--- src/rtl/packet_relay_if.sv ---
// packet_relay_if: read port of the show-ahead local FIFO.
// localDout/localEmpty come from the FIFO; localRE is a one-cycle pop.
interface packet_relay_if #(
  parameter int PAYLOAD_W = 54
);
  logic [PAYLOAD_W-1:0] localDout;
  logic                 localEmpty;
  logic                 localRE;

  modport master (
    input  localDout,
    input  localEmpty,
    output localRE
  );

  modport slave (
    output localDout,
    output localEmpty,
    input  localRE
  );
endinterface

--- src/rtl/packet_relay.sv ---
// packet_relay: daisy-chain serial relay with a local frame source.
// Ports: clk/rst, DIR/ID/PRIO/TXEN control, lif local FIFO port,
// DATxi/DATxo serial data, XOFFxi/XOFFxo back-pressure, pad enables,
// parErrCnt/ovfCnt drop counters, txBusy.
module packet_relay #(
  parameter int PAYLOAD_W = 54,
  parameter int ID_W      = 4,
  parameter int LOG_DEPTH = 4
) (
  input  logic            clk,
  input  logic            rst,
  input  logic            DIR,
  input  logic [ID_W-1:0] ID,
  input  logic [3:0]      PRIO,
  input  logic            TXEN,
  packet_relay_if.master  lif,
  input  logic            DATLi,
  input  logic            DATRi,
  output logic            DATLo,
  output logic            DATRo,
  input  logic            XOFFLi,
  input  logic            XOFFRi,
  output logic            XOFFLo,
  output logic            XOFFRo,
  output logic            DATLoen,
  output logic            DATRoen,
  output logic            XOFFLoen,
  output logic            XOFFRoen,
  output logic [7:0]      parErrCnt,
  output logic [7:0]      ovfCnt,
  output logic            txBusy
);

  localparam int DW      = ID_W + PAYLOAD_W;
  localparam int FRAME_W = DW + 2;
  localparam int DEPTH   = 1 << LOG_DEPTH;
  localparam int CW      = $clog2(FRAME_W + 1);

  localparam logic [LOG_DEPTH:0] C_FULL = (LOG_DEPTH+1)'(DEPTH);
  localparam logic [LOG_DEPTH:0] C_HIGH = (LOG_DEPTH+1)'(DEPTH - 1);
  localparam logic [CW-1:0] C_RX_LAST = CW'(FRAME_W - 2);
  localparam logic [CW-1:0] C_TX_LAST = CW'(FRAME_W - 1);

  typedef enum logic {
    RX_IDLE,
    RX_SHIFT
  } rx_state_t;

  typedef enum logic [1:0] {
    TX_IDLE,
    TX_SEND,
    TX_GAP
  } tx_state_t;

  // pads
  assign DATLoen  = DIR;
  assign DATRoen  = ~DIR;
  assign XOFFRoen = DIR;
  assign XOFFLoen = ~DIR;

  logic w_rx_in;
  logic w_xoff_in;

  assign w_rx_in   = DIR ? DATLi : DATRi;
  assign w_xoff_in = DIR ? XOFFRi : XOFFLi;

  // receiver
  rx_state_t     r_rx_state;
  rx_state_t     w_rx_next;
  logic [CW-1:0] r_rx_cnt;
  logic [DW:0]   r_rx_sr;
  logic          r_rx_done;
  logic          w_par_ok;
  logic          w_rx_wr;

  always_comb begin
    w_rx_next = r_rx_state;
    unique case (1'b1)
      (r_rx_state == RX_IDLE): begin
        if (w_rx_in) w_rx_next = RX_SHIFT;
      end
      (r_rx_state == RX_SHIFT): begin
        if (r_rx_cnt == C_RX_LAST) w_rx_next = RX_IDLE;
      end
      default: w_rx_next = RX_IDLE;
    endcase
  end

  always_ff @(posedge clk) begin
    if (rst) begin
      r_rx_state <= RX_IDLE;
      r_rx_cnt   <= '0;
      r_rx_sr    <= '0;
      r_rx_done  <= 1'b0;
    end else begin
      r_rx_state <= w_rx_next;
      r_rx_done  <= 1'b0;
      if (r_rx_state == RX_SHIFT) begin
        r_rx_sr  <= {r_rx_sr[DW-1:0], w_rx_in};
        r_rx_cnt <= r_rx_cnt + CW'(1);
        if (r_rx_cnt == C_RX_LAST) r_rx_done <= 1'b1;
      end else begin
        r_rx_cnt <= '0;
      end
    end
  end

  // even parity: ID+payload plus parity bit must hold an even count of ones
  assign w_par_ok = ~^r_rx_sr;

  // through FIFO
  logic [DW-1:0]        r_mem [DEPTH];
  logic [LOG_DEPTH-1:0] r_wp;
  logic [LOG_DEPTH-1:0] r_rp;
  logic [LOG_DEPTH:0]   r_cnt;
  logic                 w_empty;
  logic                 w_full;
  logic                 w_thr_rd;

  assign w_empty = (r_cnt == '0);
  assign w_full  = (r_cnt == C_FULL);
  assign w_rx_wr = r_rx_done & w_par_ok & ~w_full;

  always_ff @(posedge clk) begin
    if (w_rx_wr) r_mem[r_wp] <= r_rx_sr[DW:1];
  end

  always_ff @(posedge clk) begin
    if (rst) begin
      r_wp  <= '0;
      r_rp  <= '0;
      r_cnt <= '0;
    end else begin
      if (w_rx_wr)  r_wp <= r_wp + LOG_DEPTH'(1);
      if (w_thr_rd) r_rp <= r_rp + LOG_DEPTH'(1);
      if (w_rx_wr & ~w_thr_rd)
        r_cnt <= r_cnt + (LOG_DEPTH+1)'(1);
      else if (~w_rx_wr & w_thr_rd)
        r_cnt <= r_cnt - (LOG_DEPTH+1)'(1);
    end
  end

  // drop counters; a parity failure is never also counted as overflow
  logic [7:0] r_perr;
  logic [7:0] r_ovf;

  always_ff @(posedge clk) begin
    if (rst) begin
      r_perr <= '0;
      r_ovf  <= '0;
    end else if (r_rx_done) begin
      if (!w_par_ok) begin
        if (r_perr != 8'hFF) r_perr <= r_perr + 8'd1;
      end else if (w_full) begin
        if (r_ovf != 8'hFF) r_ovf <= r_ovf + 8'd1;
      end
    end
  end

  assign parErrCnt = r_perr;
  assign ovfCnt    = r_ovf;

  // one slot left only counts as full while no frame is arriving
  logic w_xoff;

  assign w_xoff = w_full |
    ((r_cnt == C_HIGH) & (r_rx_state == RX_IDLE));
  assign XOFFLo = ~rst & w_xoff;
  assign XOFFRo = ~rst & w_xoff;

  // transmitter
  tx_state_t           r_tx_state;
  tx_state_t           w_tx_next;
  logic [CW-1:0]       r_tx_cnt;
  logic [FRAME_W-1:0]  r_tx_sr;
  logic [3:0]          r_tcnt;
  logic                w_sel_loc;
  logic                w_sel_thr;
  logic                w_can;
  logic                w_start;
  logic                w_loc_re;
  logic [DW-1:0]       w_tx_data;
  logic                w_tx_bit;

  assign w_sel_loc = ~lif.localEmpty &
    (w_empty | (r_tcnt == PRIO));
  assign w_sel_thr = ~w_sel_loc & ~w_empty;

  // an empty FIFO with a frame arriving defers the start
  assign w_can = ~rst & TXEN & ~w_xoff_in &
    ~(w_empty & (r_rx_state == RX_SHIFT));

  assign w_tx_data = w_sel_loc ? {ID, lif.localDout}
                               : r_mem[r_rp];

  always_comb begin
    w_tx_next = r_tx_state;
    w_start   = 1'b0;
    w_loc_re  = 1'b0;
    w_thr_rd  = 1'b0;
    unique case (1'b1)
      (r_tx_state == TX_IDLE): begin
        if (w_can & (w_sel_loc | w_sel_thr)) begin
          w_tx_next = TX_SEND;
          w_start   = 1'b1;
          w_loc_re  = w_sel_loc;
          w_thr_rd  = w_sel_thr;
        end
      end
      (r_tx_state == TX_SEND): begin
        if (r_tx_cnt == C_TX_LAST) w_tx_next = TX_GAP;
      end
      (r_tx_state == TX_GAP): begin
        w_tx_next = TX_IDLE;
      end
      default: w_tx_next = TX_IDLE;
    endcase
  end

  always_ff @(posedge clk) begin
    if (rst) begin
      r_tx_state <= TX_IDLE;
      r_tx_cnt   <= '0;
      r_tx_sr    <= '0;
      r_tcnt     <= '0;
    end else begin
      r_tx_state <= w_tx_next;
      if (w_start) begin
        r_tx_sr  <= {1'b1, w_tx_data, ^w_tx_data};
        r_tx_cnt <= '0;
        if (w_loc_re)
          r_tcnt <= '0;
        else if (r_tcnt < PRIO)
          r_tcnt <= r_tcnt + 4'd1;
      end else if (r_tx_state == TX_SEND) begin
        r_tx_sr  <= {r_tx_sr[FRAME_W-2:0], 1'b0};
        r_tx_cnt <= r_tx_cnt + CW'(1);
      end
    end
  end

  assign lif.localRE = w_loc_re;

  assign w_tx_bit = ~rst & (r_tx_state == TX_SEND) &
    r_tx_sr[FRAME_W-1];
  assign DATLo  = w_tx_bit;
  assign DATRo  = w_tx_bit;
  assign txBusy = ~rst & (r_tx_state == TX_SEND);

endmodule

--- src/flat_wrapper.sv ---
// flat-port wrapper written by rule: the top's interface ports become plain ports
module packet_relay_flat 
#(
  parameter int PAYLOAD_W = 54,
  parameter int ID_W      = 4,
  parameter int LOG_DEPTH = 4
)
  (clk, rst, DIR, ID, PRIO, TXEN, DATLi, DATRi, DATLo, DATRo, XOFFLi, XOFFRi, XOFFLo, XOFFRo, DATLoen, DATRoen, XOFFLoen, XOFFRoen, parErrCnt, ovfCnt, txBusy, lif_localDout, lif_localEmpty, lif_localRE);
  packet_relay_if #(.PAYLOAD_W(PAYLOAD_W)) lif_i ();
  input  logic clk;
  input  logic rst;
  input  logic DIR;
  input  logic [ID_W-1:0] ID;
  input  logic [3:0] PRIO;
  input  logic TXEN;
  input  logic DATLi;
  input  logic DATRi;
  output logic DATLo;
  output logic DATRo;
  input  logic XOFFLi;
  input  logic XOFFRi;
  output logic XOFFLo;
  output logic XOFFRo;
  output logic DATLoen;
  output logic DATRoen;
  output logic XOFFLoen;
  output logic XOFFRoen;
  output logic [7:0] parErrCnt;
  output logic [7:0] ovfCnt;
  output logic txBusy;
  input wire logic [$bits(lif_i.localDout)-1:0] lif_localDout;
  input wire logic [$bits(lif_i.localEmpty)-1:0] lif_localEmpty;
  output wire logic [$bits(lif_i.localRE)-1:0] lif_localRE;
  assign lif_i.localDout = lif_localDout;
  assign lif_i.localEmpty = lif_localEmpty;
  assign lif_localRE = lif_i.localRE;
  packet_relay #(.PAYLOAD_W(PAYLOAD_W), .ID_W(ID_W), .LOG_DEPTH(LOG_DEPTH)) u_core (.clk(clk), .rst(rst), .DIR(DIR), .ID(ID), .PRIO(PRIO), .TXEN(TXEN), .lif(lif_i), .DATLi(DATLi), .DATRi(DATRi), .DATLo(DATLo), .DATRo(DATRo), .XOFFLi(XOFFLi), .XOFFRi(XOFFRi), .XOFFLo(XOFFLo), .XOFFRo(XOFFRo), .DATLoen(DATLoen), .DATRoen(DATRoen), .XOFFLoen(XOFFLoen), .XOFFRoen(XOFFRoen), .parErrCnt(parErrCnt), .ovfCnt(ovfCnt), .txBusy(txBusy));
endmodule
--- config.mk ---
export PLATFORM = sky130hd
export DESIGN_NAME = packet_relay_flat
export DESIGN_NICKNAME = d
export VERILOG_FILES = /design/src/rtl/packet_relay_if.sv /design/src/rtl/packet_relay.sv /design/src/flat_wrapper.sv
export SDC_FILE = /design/constraint.sdc
export NUM_CORES = 1
export LEC_CHECK = 0
export CAP_MARGIN = 20
export CORE_MARGIN = 1
export CORE_UTILIZATION = 68
export DETAILED_ROUTE_END_ITERATION = 10
export DONT_BUFFER_PORTS = 1
export GPL_ROUTABILITY_DRIVEN = 0
export GPL_TIMING_DRIVEN = 0
export PLACE_DENSITY = 0.8
export SYNTH_ARGS = -nofsm -noshare
export SYNTH_HDL_FRONTEND = slang
export SYNTH_SLANG_ARGS = --single-unit
--- constraint.sdc ---
create_clock -name clk -period 19.35 [get_ports clk]
set_clock_uncertainty 0.1 [all_clocks]
set_input_delay 1.935 -clock clk [delete_from_list [all_inputs] [get_ports clk]]
set_output_delay 1.935 -clock clk [all_outputs]
set_load 0.02 [all_outputs]
## Word level (Yosys, flattened, before mapping)

Memory sizes are Yosys's and may differ from the RTL's. A register that Yosys moved wholly into a read port is not among the register bits.
Cells that the tools add are included.

| word-level totals | value |
|---|---|
| flip-flop bits (word level) | 168 |
| RAM bits | 928 |
| bits of input ports | 71 |
| output and inout bits | 26 |
| memories | 1 |

Memories:

| memory | words | bits a word | rd ports | clocked after Yosys merged registers in | write ports | RTL line | source |
|---|---|---|---|---|---|---|---|
| u_core.r_mem | 16 | 58 | 1 | 1 | 1 | packet_relay.sv:112 | `logic [DW-1:0] r_mem [DEPTH];` |

| operators by class | value |
|---|---|
| $add $sub $neg | 9 |
| $lt $le $gt $ge | 1 |
| equal/unequal tests | 10 |
| multiplexer cells | 26 |
| bitwise gates (word level) | 30 |
| reduce and logical (&&, ||, !) cells | 13 |

Operator list:

| kind | count |
|---|---|
| 60-bit 2-to-1 mux | 2 |
| 59-bit XNOR reduction | 1 |
| 58-bit 2-to-1 mux | 1 |
| 58-bit parity | 1 |
| 8-bit by 1-bit adder with 8-bit output (second input constant) | 2 |
| 4-bit 2-to-1 mux | 4 |
| 8-bit != test (second input constant) | 2 |
| 1-bit AND | 15 |
| 1-bit 2-to-1 mux | 13 |
| 4-bit by 1-bit adder with 4-bit output (second input constant) | 3 |
| 6-bit by 1-bit adder with 6-bit output (second input constant) | 2 |
| 6-bit == test (second input constant) | 2 |
| 1-bit inverter | 12 |
| 5-bit 2-to-1 mux | 2 |
| 2-bit nonzero test | 3 |
| 5-bit by 1-bit adder with 5-bit output (second input constant) | 1 |
| 5-bit by 4-bit == test with 1-bit output (second input constant) | 1 |
| 5-bit == test (second input constant) | 1 |
| 5-bit zero test | 1 |
| 5-bit by 1-bit subtractor with 5-bit output (second input constant) | 1 |
| 4-bit == test | 1 |
| 4-bit < comparator | 1 |
| 2-bit 2-to-1 mux | 2 |
| 2-bit one-hot mux with 2 select lines | 1 |
| 10 further kinds | 14 |

## Logic depth before layout (Yosys ltp)

| depth | value |
|---|---|
| word-level depth | 12 |
| gate-level depth with buffers | 19 |
| depth with buffers taken out | 16 |

## Worst setup path after synthesis

Ideal clock, no wire load.

| timing | value |
|---|---|
| path type | register -> register |
| start | reg u_core.r_rx_sr[13] |
| end | mem u_core.r_mem[3][0] (netlist name) (enable) |
| data arrival time | 6.677 ns |
| required time | 18.705 ns |
| path slack | 12.028 ns |
| stages on the path, launching flop included | 10 |
| period minus slack after synthesis | 7.322 ns |
| cell sequence | dfxtp_1 -> xnor3_1 -> xnor3_1 -> xnor2_1 -> xnor3_1 -> xnor3_1 -> nand2_1 -> a21oi_1 -> nand2_1 -> nor3_1 |

| on the way | value |
|---|---|
| word-level cells in the longest chain between the ends | 5 |

Ends and longest elaborated chain:

| element | RTL line | source |
|---|---|---|
| start, declared | packet_relay.sv:71 | `logic [DW:0] r_rx_sr;` |
| start signal, assigned | packet_relay.sv:99 | `r_rx_sr <= {r_rx_sr[DW-1:0], w_rx_in};` |
| 59-bit XNOR reduction | packet_relay.sv:109 | `assign w_par_ok = ~^r_rx_sr;` |
| 1-bit AND (2 in a row) | packet_relay.sv:122 | `assign w_rx_wr = r_rx_done & w_par_ok & ~w_full;` |
| named net u_core.w_rx_wr | packet_relay.sv:74 | `logic w_rx_wr;` |
| 1-bit 2-to-1 mux | packet_relay.sv:125 | `if (w_rx_wr) r_mem[r_wp] <= r_rx_sr[DW:1];` |
| 1-bit 2-to-1 mux (not written as such) | packet_relay.sv:125 |  |
| end, declared | packet_relay.sv:112 |  |

The timed path passes the listed nets, and every way through them passes these cells.

## Worst setup path after layout

| timing | value |
|---|---|
| start | in PRIO[3] |
| end | out lif_localRE |

| on the way | value |
|---|---|
| word-level cells in the longest chain between the ends | 9 |

Ends and longest elaborated chain:

| element | RTL line | source |
|---|---|---|
| start, declared | flat_wrapper.sv:14 | `input logic [3:0] PRIO;` |
| 4-bit == test (*) | packet_relay.sv:186 | `(w_empty \| (r_tcnt == PRIO));` |
| 1-bit bitwise OR (*) | packet_relay.sv:186 |  |
| 1-bit AND (*) | packet_relay.sv:185 | `assign w_sel_loc = ~lif.localEmpty &` |
| 1-bit inverter | packet_relay.sv:187 | `assign w_sel_thr = ~w_sel_loc & ~w_empty;` |
| 1-bit AND | packet_relay.sv:187 |  |
| 1-bit bitwise OR | packet_relay.sv:203 | `if (w_can & (w_sel_loc \| w_sel_thr)) begin` |
| 1-bit AND | packet_relay.sv:203 |  |
| 1-bit 2-to-1 mux (*) | packet_relay.sv:203 |  |
| 1-bit 2-to-1 mux (*) | packet_relay.sv:201 | `unique case (1'b1)` |
| end, declared | flat_wrapper.sv:33 | `output wire logic [$bits(lif_i.localRE)-1:0] lif_localRE;` |

Mark *: on every way between the ends. The rest lies on a longest branch, timed or not.

==> results by group <==
Global routing
  • Largest net degree at the start of global routing: 24
  • Overflow after GRT: 0
  • Vias in the first global route: approximately 26000
  • Global-route wire length before repair: 178800 um
  • Overall global routing resource usage: 38.67%
  • Number of antenna violations at the first check in global routing: 9

Timing
  • Unrepaired setup endpoints after global routing: no
  • Final Max Tran Viols: 0
  • Slew at the pin with the worst max-slew slack: 1.224 ns
  • Final Hold Fails: 0
  • Setup TNS: 0 ns
  • Slew HR: 18.43%
  • Number of setup violations in the final report: 0
  • Maximum clock rate: approximately 0.14 GHz
  • Min Clock Period, post-route: between 6 and 7 ns
  • Final worst path period share: 35.83%

Worst setup path
  • Critical register-to-register path startpoint: u_core.r_rx_sr[13]$_SDFFE_PP0P_
  • Internal reg-to-reg setup slack: roughly 14 ns
  • Startpoint type of the worst setup path: primary input
  • Worst reg2reg path depth: 12
  • Crit. End Element: primary output
  • Worst reg2reg endpoint: u_core.r_mem[0][33]$_DFFE_PP_
  • Required time of the worst setup path: 17.32 ns
  • WP data arrival: 4.90 ns
  • Worst-path fanout max: 10
  • Critical path class: primary input to primary output

Cells and area
  • Fill count: 3314
  • Area added between synthesis and finish: 13.15%
  • FF+latch area: between 30000 and 40000 sq um
  • Final Non-Filler Cells: approximately 3600
  • NumNets Final: 2765
  • Fraction of layout instances using a drive strength above 1: 20.80%
  • Area taken by multi-input logic gates: 12170 sq um
  • Util after Layout: 77.90%

Power and ir drop
  • Sw frac: 21.44%
  • Switching power of the nets: around 1000 uW
  • P_leak: 0.01634 uW
  • IR drop worst, VDD: 0.00008647 V
  • Portion of total power attributed to the clock network: 42.8%
  • Power per cell area: 96.54 nW/um^2
  • Design internal power: 3809 uW
  • Final total power: between 4000 and 5000 uW
  • Proportion of power drawn by flip-flops and latches: 52.5%
  • Part of the total power dissipated in combinational logic: 4.8%

Synth
  • Dominant register cell in the synthesized netlist: sky130_fd_sc_hd__edfxtp_1
  • Count leader, synth: sky130_fd_sc_hd__edfxtp_1
  • Syn Area/Cell: 17.77 sq um
  • Cell count after synthesis: around 2500
  • Total of flip-flops plus latches after synthesis: 1100
  • Largest cells by area after synthesis: sky130_fd_sc_hd__edfxtp_1 63%, sky130_fd_sc_hd__mux4_2 11%, sky130_fd_sc_hd__dfxtp_1 7.8%, sky130_fd_sc_hd__mux2i_1 3.1%, sky130_fd_sc_hd__xnor2_1 1.8%
  • Area of the mapped netlist: 44380 sq um
  • Post-synth EDFFs: around 930
  • Post-synthesis net count: 2589
  • Yosys Warn Count: 0
  • Top cell type by total area after synthesis: sky130_fd_sc_hd__edfxtp_1
  • Distinct cell type count of the synthesized netlist: 58
  • Seq/Total Area, Yosys: 70.55%
  • Synth top cells by count: 928 x sky130_fd_sc_hd__edfxtp_1, 216 x sky130_fd_sc_hd__mux4_2, 172 x sky130_fd_sc_hd__dfxtp_1
  • Share of the synthesized area in the top cell type: 62.79%
  • Share of synthesized flip-flops with an asynchronous set or reset: 0%

Clock network
  • TritonCTS buffer count: 106
  • Number of gates resized after cts: 0
  • Clock insertion delay at the later pin of the skew report: 0.69 ns
  • Clock sink count: 1100
  • Post-CTS Setup Bufs: 0
  • Clock Tree Buf Depth: 3
  • Number of buffers inserted by hold repair at cts: 0
  • Post-CTS clock slew at the launch and capture registers of the worst setup and hold paths: 0.07 ns
  • TritonCTS clock tree: done
  • H-tree level count: 3
  • CTS Root Buffer Type: sky130_fd_sc_hd__clkbuf_16

Drt
  • Routed Antenna Nets: 0
  • Routed wire length: around 130000 um
  • Number of design rule violations left after detail routing: 0
  • Via Count: 26160
  • TritonRoute pass-1 iters: 7
  • Count of routing violations after the opening detailed-route iteration: 4243
  • Routed length per placed instance: 34.82 um
  • Vias per cell: ~7.2

Die
  • Chip height: 257.5 um
  • Width of the die: 257.5 um
  • Area inside the core boundary: 64460 sq um
  • Initial Utilization: 68.85%
  • Number of cell rows: a little over 90
  • Top-Level Pins: 97
  • Overall die area: 66290 sq um

Place
  • HPWL after DPL: 83620 um
  • # placed instances: approximately 3400
  • Number of buffer cells added on primary ports: 0

Hold path
  • Min-delay worst type: flop to flop
  • Hold path startpoint: u_core.r_tx_sr[19]$_SDFFE_PP0P_
  • Endpoint of the worst hold path: u_core.r_tx_sr[20]$_SDFFE_PP0P_
  • Cell count of the worst hold path: 2

Job
  • Number of violations of the max-capacitance limit: 0

Run status
  • Outcome: completed
-- cell type report --
cell class | count | area share, %
Clock inverter | 62 | 1.134
Multi-Input combinational cell | 1229 | 24.22
Clock buffer | 137 | 5.835
Buffer | 152 | 1.896
Sequential cell | 1100 | 62.35
Timing Repair Buffer | 68 | 2.262
Antenna cell | 9 | 0.04485
Inverter | 17 | 0.1271
Tap cell | 855 | 2.130
-- sequential cells by signal (all words and copies together) (netlist names), 2 cells and up, named ones only --
register and cells:
u_core.ovfCnt 8, u_core.parErrCnt 8, u_core.r_cnt 5, u_core.r_mem 928, u_core.r_rp 4, u_core.r_rx_cnt 6, u_core.r_rx_sr 59, u_core.r_tcnt 4
u_core.r_tx_cnt 6, u_core.r_tx_sr 60, u_core.r_tx_state 2, u_core.r_wp 4
-- worst max path at each step --
stage	slack, ns	start	end
floorplan	12.03	u_core.r_rx_sr[13]$_SDFFE_PP0P_	u_core.r_mem[3][0]$_DFFE_PP_
global placement	5.34	u_core.r_rx_sr[13]$_SDFFE_PP0P_	u_core.r_mem[3][33]$_DFFE_PP_
detailed placement	12.63	PRIO[3]	lif_localRE
CTS	12.63	PRIO[3]	lif_localRE
global route	12.44	PRIO[3]	lif_localRE
finish	12.42	PRIO[3]	lif_localRE
-- worst max-delay path: stages --
cell,delay (ns)
sky130_fd_sc_hd__inv_1,0.02
sky130_fd_sc_hd__ha_1,0.30
sky130_fd_sc_hd__nand4_1,0.16
sky130_fd_sc_hd__o22a_1,0.16
sky130_fd_sc_hd__clkbuf_1,0.90
sky130_fd_sc_hd__clkbuf_1,0.55
sky130_fd_sc_hd__clkbuf_1,0.54
sky130_fd_sc_hd__nor2_1,0.32
-- cell families after synthesis --
group	count (synthesis)	synth area share, %
flops	1100	70.55
simple gates	429	4.226
mux	376	15.04
compound gates	254	3.998
buf+inv	169	2.289
xor+xnor	150	3.321
fa+ha+maj	20	0.5808
-- routing by layer --
layer / track usage (%) / part of all wire, %
met3: 10.93 / 14
met4: 21.10 / 6.3
met2: 59.45 / 46
met5: 0 / 0.025
met1: 50.54 / 34
-- power groups by stage --
stage	clock network [uW]	logic [uW]	registers, uW
6_report	2070	231	2540
5_1_grt	2160	234	2540
4_1_cts	2070	221	2540
3_5_place_dp	0	218	2600
3_3_place_gp	0	216	2590
2_1_floorplan	0	161	2590
-- cells in the final DEF, fill, tap and decap left out, types with 12 or more instances in the layout --
cell type,synthesis,layout
sky130_fd_sc_hd__and3_1,39,39
sky130_fd_sc_hd__a21oi_1,54,54
sky130_fd_sc_hd__clkinv_1,0,16
sky130_fd_sc_hd__o21ai_0,12,12
sky130_fd_sc_hd__buf_4,22,22
sky130_fd_sc_hd__mux2i_1,138,138
sky130_fd_sc_hd__nand4_1,14,14
sky130_fd_sc_hd__clkbuf_8,0,14
sky130_fd_sc_hd__mux4_1,12,12
sky130_fd_sc_hd__inv_1,17,17
sky130_fd_sc_hd__nand2_1,164,164
sky130_fd_sc_hd__mux4_2,216,216
sky130_fd_sc_hd__a311oi_1,19,19
sky130_fd_sc_hd__clkinv_2,0,25
sky130_fd_sc_hd__nor2_1,152,140
sky130_fd_sc_hd__buf_12,5,33
sky130_fd_sc_hd__edfxtp_1,928,928
sky130_fd_sc_hd__nor2_4,0,12
sky130_fd_sc_hd__buf_2,29,29
sky130_fd_sc_hd__clkbuf_1,62,78
sky130_fd_sc_hd__xnor2_1,90,90
sky130_fd_sc_hd__buf_6,20,50
sky130_fd_sc_hd__ha_1,19,19
sky130_fd_sc_hd__xor2_1,48,48
sky130_fd_sc_hd__o22ai_1,37,37
sky130_fd_sc_hd__a221oi_1,15,15
sky130_fd_sc_hd__a211oi_1,76,76
sky130_fd_sc_hd__clkbuf_16,0,107
sky130_fd_sc_hd__dfxtp_1,172,172
-- per-stage QoR --
stage | setup slack, ns | hold slack [ns] | cell area, sq um
finish | 12.42 | 0.3825 | 50220
CTS | 12.63 | 0.3817 | 50200
global placement | 5.337 | 0.3384 | 45450
floorplan | 12.03 | 0.3300 | 44380
global route | 12.44 | 0.4071 | 50200
detailed placement | 12.63 | 0.3721 | 46700
Note: power is estimated with default switching activity, not from simulation.
